===== src/rtl/gray_counter_src.sv =====
// rtl/gray_counter_src.sv - up/down counter with registered Gray output; define GRAY_SAT_EN to saturate instead of wrap
module gray_counter_src #(
    parameter int NUM  = 6,
    parameter int INIT = 0
) (
    input  logic           clk,
    input  logic           rst_n,
    input  logic           clr,
    input  logic           en,
    input  logic           up_dn,
    input  logic           load,
    input  logic [NUM-1:0] load_gray,
    output logic [NUM-1:0] g_out,
    output logic           tc
);

    localparam logic [NUM-1:0] INIT_B = INIT[NUM-1:0];
    localparam logic [NUM-1:0] MAXV   = {NUM{1'b1}};
    localparam logic [NUM-1:0] ONE    = {{(NUM-1){1'b0}}, 1'b1};

    logic [NUM-1:0] bcnt;
    logic [NUM-1:0] bcnt_nx;
    logic [NUM-1:0] g_nx;
    logic           tc_nx;

    function automatic logic [NUM-1:0] bin2gray(input logic [NUM-1:0] b);
        return b ^ (b >> 1);
    endfunction

    // Each binary bit is the running XOR of all Gray bits from the MSB down.
    function automatic logic [NUM-1:0] gray2bin(input logic [NUM-1:0] g);
        logic [NUM-1:0] b;
        b[NUM-1] = g[NUM-1];
        for (int i = NUM - 2; i >= 0; i--) begin
            b[i] = b[i+1] ^ g[i];
        end
        return b;
    endfunction

    // Next count: clr beats load beats en; dropped requests are not remembered.
    always_comb begin
        bcnt_nx = bcnt;
        g_nx    = g_out;
        tc_nx   = 1'b0;
        if (clr) begin
            bcnt_nx = '0;
            g_nx    = '0;
        end else if (load) begin
            bcnt_nx = gray2bin(load_gray);
            g_nx    = load_gray;
        end else if (en) begin
            if (up_dn) begin
                if (bcnt == MAXV) begin
                    tc_nx = 1'b1;
`ifdef GRAY_SAT_EN
                    bcnt_nx = bcnt;
`else
                    bcnt_nx = '0;
`endif
                end else begin
                    bcnt_nx = bcnt + ONE;
                end
            end else begin
                if (bcnt == '0) begin
                    tc_nx = 1'b1;
`ifdef GRAY_SAT_EN
                    bcnt_nx = bcnt;
`else
                    bcnt_nx = MAXV;
`endif
                end else begin
                    bcnt_nx = bcnt - ONE;
                end
            end
            g_nx = bin2gray(bcnt_nx);
        end
    end

    // Register binary count, Gray output and terminal-count pulse together.
    always_ff @(posedge clk or negedge rst_n) begin
        if (!rst_n) begin
            bcnt  <= INIT_B;
            g_out <= bin2gray(INIT_B);
            tc    <= 1'b0;
        end else begin
            bcnt  <= bcnt_nx;
            g_out <= g_nx;
            tc    <= tc_nx;
        end
    end

endmodule


===== config.mk =====
export PLATFORM = sky130hd
export DESIGN_NAME = gray_counter_src
export DESIGN_NICKNAME = d
export VERILOG_FILES = /design/src/rtl/gray_counter_src.sv
export SDC_FILE = /design/constraint.sdc
export NUM_CORES = 1
export LEC_CHECK = 0
export BUFFER_PORTS_ARGS = -buffer_cell sky130_fd_sc_hd__buf_2
export CAP_MARGIN = 0
export CORE_ASPECT_RATIO = 1.1
export CORE_UTILIZATION = 44
export DETAILED_ROUTE_END_ITERATION = 6
export PLACE_DENSITY = 0.7
export SLEW_MARGIN = 20
export SYNTH_ARGS = -nofsm -noshare
export SYNTH_HDL_FRONTEND = slang
export SYNTH_SLANG_ARGS = --single-unit

===== constraint.sdc =====
create_clock -name clk -period 2.7 [get_ports clk]
set_input_delay 0.27 -clock clk [delete_from_list [all_inputs] [get_ports clk]]
set_output_delay 0.27 -clock clk [all_outputs]
set_load 0.01 [all_outputs]

==> results.toml, run 1 <==
[synth]
synth_compound_area_share_pct = 28.11
synth-warning-count = 0
yosysUniqueCellTypes = 38
synth_flop_cell = "dfrtp_1"
synth_mux_area_share_pct = 0.9950
synth-edff-count = 0
mappedNetlistNets = 133
synth_fa_ha_area_share_pct = 3.731
synth_xor_xnor_area_share_pct = 10.07
syn_area_um2 = 1006
synth_simple_gate_area_share_pct = 19.40
avgSynthCellArea_um2 = 8.525
ys_seq_area_share_pct = 29.85
synth-async-reset-ratio_pct = 100.0
synthCells = 118
synth_top_family_by_area = "compound AO/OA/AOI/OAI gates"
synth-seq-cells = 12

[critical_path]
cp_top_family = "simple AND/OR/NAND/NOR gates"
critPathLaunchType = "flop"
slowest_delay_ns = 0.48
crit_path_cell_trace = "inv_1, ha_1, or4b_4, and3b_4, o21ai_4, a21oi_1, o32ai_2"
critPathMaxFanout = 7
arrival_ns = 2.21
crit_type = "flop to flop"
slowest_stage = "or4b_4"
cp_num_buf_inv = 1
crit_path_end_kind = "flop"
cp.required_ns = 2.89

[placed_design]
globalplace.congestion = 0.8691
dp_hpwl_um = 1651
io_buffer_count = 18

[power]
p_seq_share_pct = 40.4
power_frac_comb_pct = 40.0
vdd_drop_max_v = 0.0003166
power_per_cell_area_nw_per_um2 = 492.8
switching_share_pct = 36.57
p_leak_nw = 0.4977
netSwitchingPower_uw = 201.6
clockPowerShare_pct = 19.6
power.internal_uw = 349.6

[cells_and_area]
seqCellArea_um2 = 300.3
final_common_cell = "buf_2"
drive_gt1_share_pct = 21.97
synthToLayoutAreaGrowth_pct = 11.19
nFillCells = 209
multi_input_area_um2 = 626.9
layout_common_cells = "buf_2 (18), a21oi_1 (12), dfrtp_1 (12)"
nNetsFinal = 149
n_antenna_cell = 0

[timing]
tightestPinTransition_ns = 0.5171
max_freq_mhz = 493.7
timing.hold.ws_ns = 0.2706
final.setup.tns_ns = 0
post-route-min-period_ns = 2.026
slew_headroom_pct = 64.64
skew_ns = 0.004578
finalCritPeriodShare_pct = 75.02
finalHoldViolCount = 0
rsz0062_at_grt = "no"
maxSlewViolCount = 0
setup_violations = 0

[floorplan]
die_w_um = 47.59
core_area_um2 = 2085
dieArea_um2 = 2482
start_util_pct = 48.26
row_count = 17
ioPinCount = 19
die_h_um = 52.15

[grt]
grt_pass1_vias = 909
grt_max_degree = 22
antenna_found_initial = 0
grt.total_usage_pct = 23.40
grt_pass1_wl_um = 4146
grt-ovfl-total = 0

[routing]
vias = 931
drt_iter0_markers = 26
totalWireLength_um = 2215
drc = 0
drt-wirelength-per-cell_um = 13.84
viasPerCell = 5.819
drt_pass1_iterations = 4
postRouteAntennaNets = 0

[hold_path]
hold_path.class = "primary input to flop"

[cts]
cts.sinks = 12
numCtsBuffers = 3
clk_latency_ns = 0.27
post_cts_buffers = 0
cts_tree = "yes"
htree_levels = 1
clkSlewWorstSetupHoldPaths_ns = 0.07
cts-resized-gates = 0
hold_buffers = 1
root_buffer = "clkbuf_4"
clockBufferDepth = 2

[status]
outcome = "completed"

[flow_run]
maxCapViolations = 0
## registers in the layout, summed over array words and instances, names as in the netlist
register,flops
bcnt,5
g_out,6
tc,1
## cells by family after synthesis
kind of cell,after synthesis
xor+xnor,10
compound gates,39
simple gates,36
mux,1
flops,12
buf+inv,17
fa+ha+maj,3
## cells in the mapped netlist, types with 2 or more instances
master | count | share of area [%]
a21oi_1 | 12 | 6.0
dfrtp_1 | 12 | 30
inv_1 | 9 | 3.4
nand2_1 | 9 | 3.4
nor2_1 | 9 | 3.4
xnor2_1 | 7 | 6.1
nand3_1 | 6 | 3.0
clkbuf_1 | 4 | 1.5
a211oi_1 | 3 | 2.2
a221oi_1 | 3 | 2.6
a22oi_1 | 3 | 2.2
ha_1 | 3 | 3.7
nand2b_1 | 3 | 1.9
o21ai_0 | 3 | 1.5
o21ai_1 | 3 | 1.5
and3_1 | 2 | 1.2
buf_4 | 2 | 1.5
o211ai_1 | 2 | 1.5
o22ai_1 | 2 | 1.2
o31ai_1 | 2 | 1.5
xor2_1 | 2 | 1.7
## worst min-delay path: stages
cell and delay (ns):
buf_2 0.12, inv_1 0.05, a221oi_1 0.06
## path summary, 6_finish.rpt
kind                         startpoint       end  slack [ns]  cells past startpoint
max                             bcnt[0]  g_out[4]        0.67                      7
min                        load_gray[5]  g_out[5]        0.27                      3
max reg2reg                     bcnt[0]  g_out[4]        0.67                      7
min reg2reg                    g_out[0]  g_out[0]        0.58                      2
max in group asynchronous         rst_n  g_out[1]        2.08                      2
min in group asynchronous         rst_n  g_out[4]        0.40                      2
## layer usage
| metal | wire (µm) | up-vias | GRT usage (%) | part of all wire (%) |
|---|---|---|---|---|
| met3 | 94 | 7 | 3.125 | 4.2 |
| met4 | 56 | 0 | 10.65 | 2.5 |
| li1 | - | 455 | - | - |
| met2 | 1024 | 29 | 34.93 | 46 |
| met5 | 0 | - | 0 | 0 |
| met1 | 1039 | 440 | 32.90 | 47 |
## power groups by stage
| stage | clock network (mW) | registers, mW | logic (mW) |
|---|---|---|---|
| after floorplan | 0 | 0.219 | 0.176 |
| after global placement | 0 | 0.224 | 0.218 |
| after detailed placement | 0 | 0.226 | 0.216 |
| after CTS | 0.109 | 0.223 | 0.220 |
| after global routing | 0.114 | 0.226 | 0.251 |
| final | 0.108 | 0.223 | 0.220 |
## per-stage QoR
stage          setup slack, ns  area, µm²  cells  power [mW]  util [%]
5_1_grt                 0.5016       1119    160      0.5914     53.66
4_1_cts                 0.6643       1119    160      0.5514     53.66
2_1_floorplan           0.8116       1006    118      0.3952         -
3_3_place_gp            0.7386       1086    156      0.4418     52.10
6_report                0.6744       1119    160      0.5512     53.66
3_5_place_dp            0.7028       1086    156      0.4419     52.10
## cell type report
| type | instances | share of cell area, % |
|---|---|---|
| multi-input cells | 89 | 56.04 |
| flip-flops and latches | 12 | 26.85 |
| repair buffers | 19 | 8.949 |
| well taps | 28 | 3.132 |
| inverters | 9 | 3.020 |
| clock buffers | 3 | 2.013 |
No activity file was read; power rests on OpenSTA's default activity.
==> run 2: changes to the inputs <==
Settings changed: PLACE_DENSITY 0.7 to 0.72.
Clock period 2.7 ns to 1.7 ns, I/O delays scaled along.
==> run 2 against run 1 <==
Die area did not move. Final area rose by 31%. Combinational power rose to 2.8 times the previous value. The flow now finishes with violations (setup timing). Largest power group is now combinational cells. Fmax rose by 6.4%.
==> results.toml, run 2 (same netlist as run 1, synthesis figures left out) <==
[status]
outcome = "complete, but fails checks"
violations = "setup timing"

[grt]
grt_pass1_vias = 986
antenna_found_initial = 0
grt_pass1_wl_um = 4305
grt_max_degree = 22
grt-ovfl-total = 0
grt.total_usage_pct = 24.77

[routing]
drc = 0
totalWireLength_um = 2940
drt-wirelength-per-cell_um = 15.98
vias = 1097
postRouteAntennaNets = 0
viasPerCell = 5.962
drt_iter0_markers = 54
drt_pass1_iterations = 4

[floorplan]
row_count = 17
ioPinCount = 19
die_w_um = 47.59
core_area_um2 = 2085
die_h_um = 52.15
dieArea_um2 = 2482
start_util_pct = 48.26

[cells_and_area]
top_regs = "g_out x6, bcnt x5, tc x1"
regMostFlops = "g_out"
n_antenna_cell = 0
nFillCells = 167
layout_common_cells = "buf_4 (21), buf_2 (18), dfrtp_1 (12)"
nNetsFinal = 172
layout.cells.non_filler = 184
final_common_cell = "buf_4"
largest_reg_flops = 6
design_area_um2 = 1460
synthToLayoutAreaGrowth_pct = 45.15
drive_gt1_share_pct = 48.08
fin_util_pct = 70.05

[flow_run]
maxCapViolations = 0

[timing]
finalHoldViolCount = 0
max_freq_mhz = 525.4
tightestPinTransition_ns = 0.5865
finalCritPeriodShare_pct = 112.0
skew_ns = 0.01018
post-route-min-period_ns = 1.903
slew_headroom_pct = 60.76
setup_slack_ns = -0.2033
setup_violations = 8
final.setup.tns_ns = -1.065
rsz0062_at_grt = "yes"
maxSlewViolCount = 0

[cts]
numCtsBuffers = 3
clk_latency_ns = 0.28
clockBufferDepth = 2
htree_levels = 1
root_buffer = "clkbuf_4"
cts.sinks = 12
cts_tree = "yes"
clkSlewWorstSetupHoldPaths_ns = 0.10

[critical_path]
cp.required_ns = 1.85
crit_path_end_kind = "flop"
crit_path_cell_trace = "inv_2, buf_6, ha_4, nor3b_4, buf_6, a2111oi_4, nor3_2, buf_4, xnor2_2, o22ai_1"
critPathMaxFanout = 4
critPathLaunchType = "flop"
crit_type = "flop to flop"
slowest_stage = "dfrtp_1"
cp_common_cell = "buf_6"
cp_top_family = "buffers and inverters"
cp_num_buf_inv = 4
arrival_ns = 2.06
slowest_delay_ns = 0.38

[placed_design]
dp_cells = 175
globalplace.congestion = 0.8569
dp_hpwl_um = 1965
io_buffer_count = 18
place_area_um2 = 1252

[power]
vdd_drop_max_v = 0.0005046
power_per_cell_area_nw_per_um2 = 817.1
power_mw = 1.193
p_leak_nw = 0.6445

[hold_path]
hold_path.class = "primary input to flop"
[run 2: path summary, 6_finish.rpt]
check / start / cells after the start / end / slack [ns]
worst max-delay path: bcnt[1] / 10 / g_out[2] / -0.20
worst min-delay path: load_gray[5] / 3 / g_out[5] / 0.16
worst max register to register: bcnt[1] / 10 / g_out[2] / -0.20
worst min register to register: g_out[1] / 2 / g_out[1] / 0.57
max in group asynchronous: rst_n / 2 / g_out[0] / 1.18
min in group asynchronous: rst_n / 2 / g_out[5] / 0.28
[run 2: metal layers]
metal,routed length (µm),global-route usage (%),vias up
met4,97,10.19,0
met5,0,0,-
li1,-,-,501
met2,1486,40.18,47
met1,1185,31.47,536
met3,170,4.514,13
[run 2: through the flow]
step / hold slack (ns) / worst slack (ns)
finish: 0.1583 / -0.2033
global route: 0.1763 / -0.2659
CTS: 0.1637 / -0.1739
detailed placement: 0.07075 / -0.1720
global placement: 0.06367 / -0.1053
floorplan: -0.1256 / -0.1614
[run 2: worst reg2reg max path, stage by stage (launching register included)]
cell and delay [ns]:
dfrtp_1 0.38, inv_2 0.07, buf_6 0.12, ha_4 0.15, nor3b_4 0.14, buf_6 0.13
a2111oi_4 0.35, nor3_2 0.06, buf_4 0.16, xnor2_2 0.14, o22ai_1 0.08
[run 2: repair_timing]
item                                   CTS  global route
pin swaps                                5            12
setup endpoints to repair                8            11
setup buffers                            1             3
resized for setup                        9            18
endpoints found under the hold margin   12             0
hold buffers                             1             0
[run 2: area by class of cell]
type,count,area (µm²),area share (%)
Clock buffer,4,36.28,2.485
Inverter,9,33.78,2.314
Timing Repair Buffer,42,280.3,19.19
Sequential cell,12,300.3,20.57
Multi-Input combinational cell,89,774.5,53.04
Tap cell,28,35.03,2.399
[run 2: power by group]
part           internal [mW]  leakage (nW)  switching (mW)
clock                  0.130        0.0210           0.114
sequential             0.314         0.156          0.0227
combinational          0.314         0.467           0.298
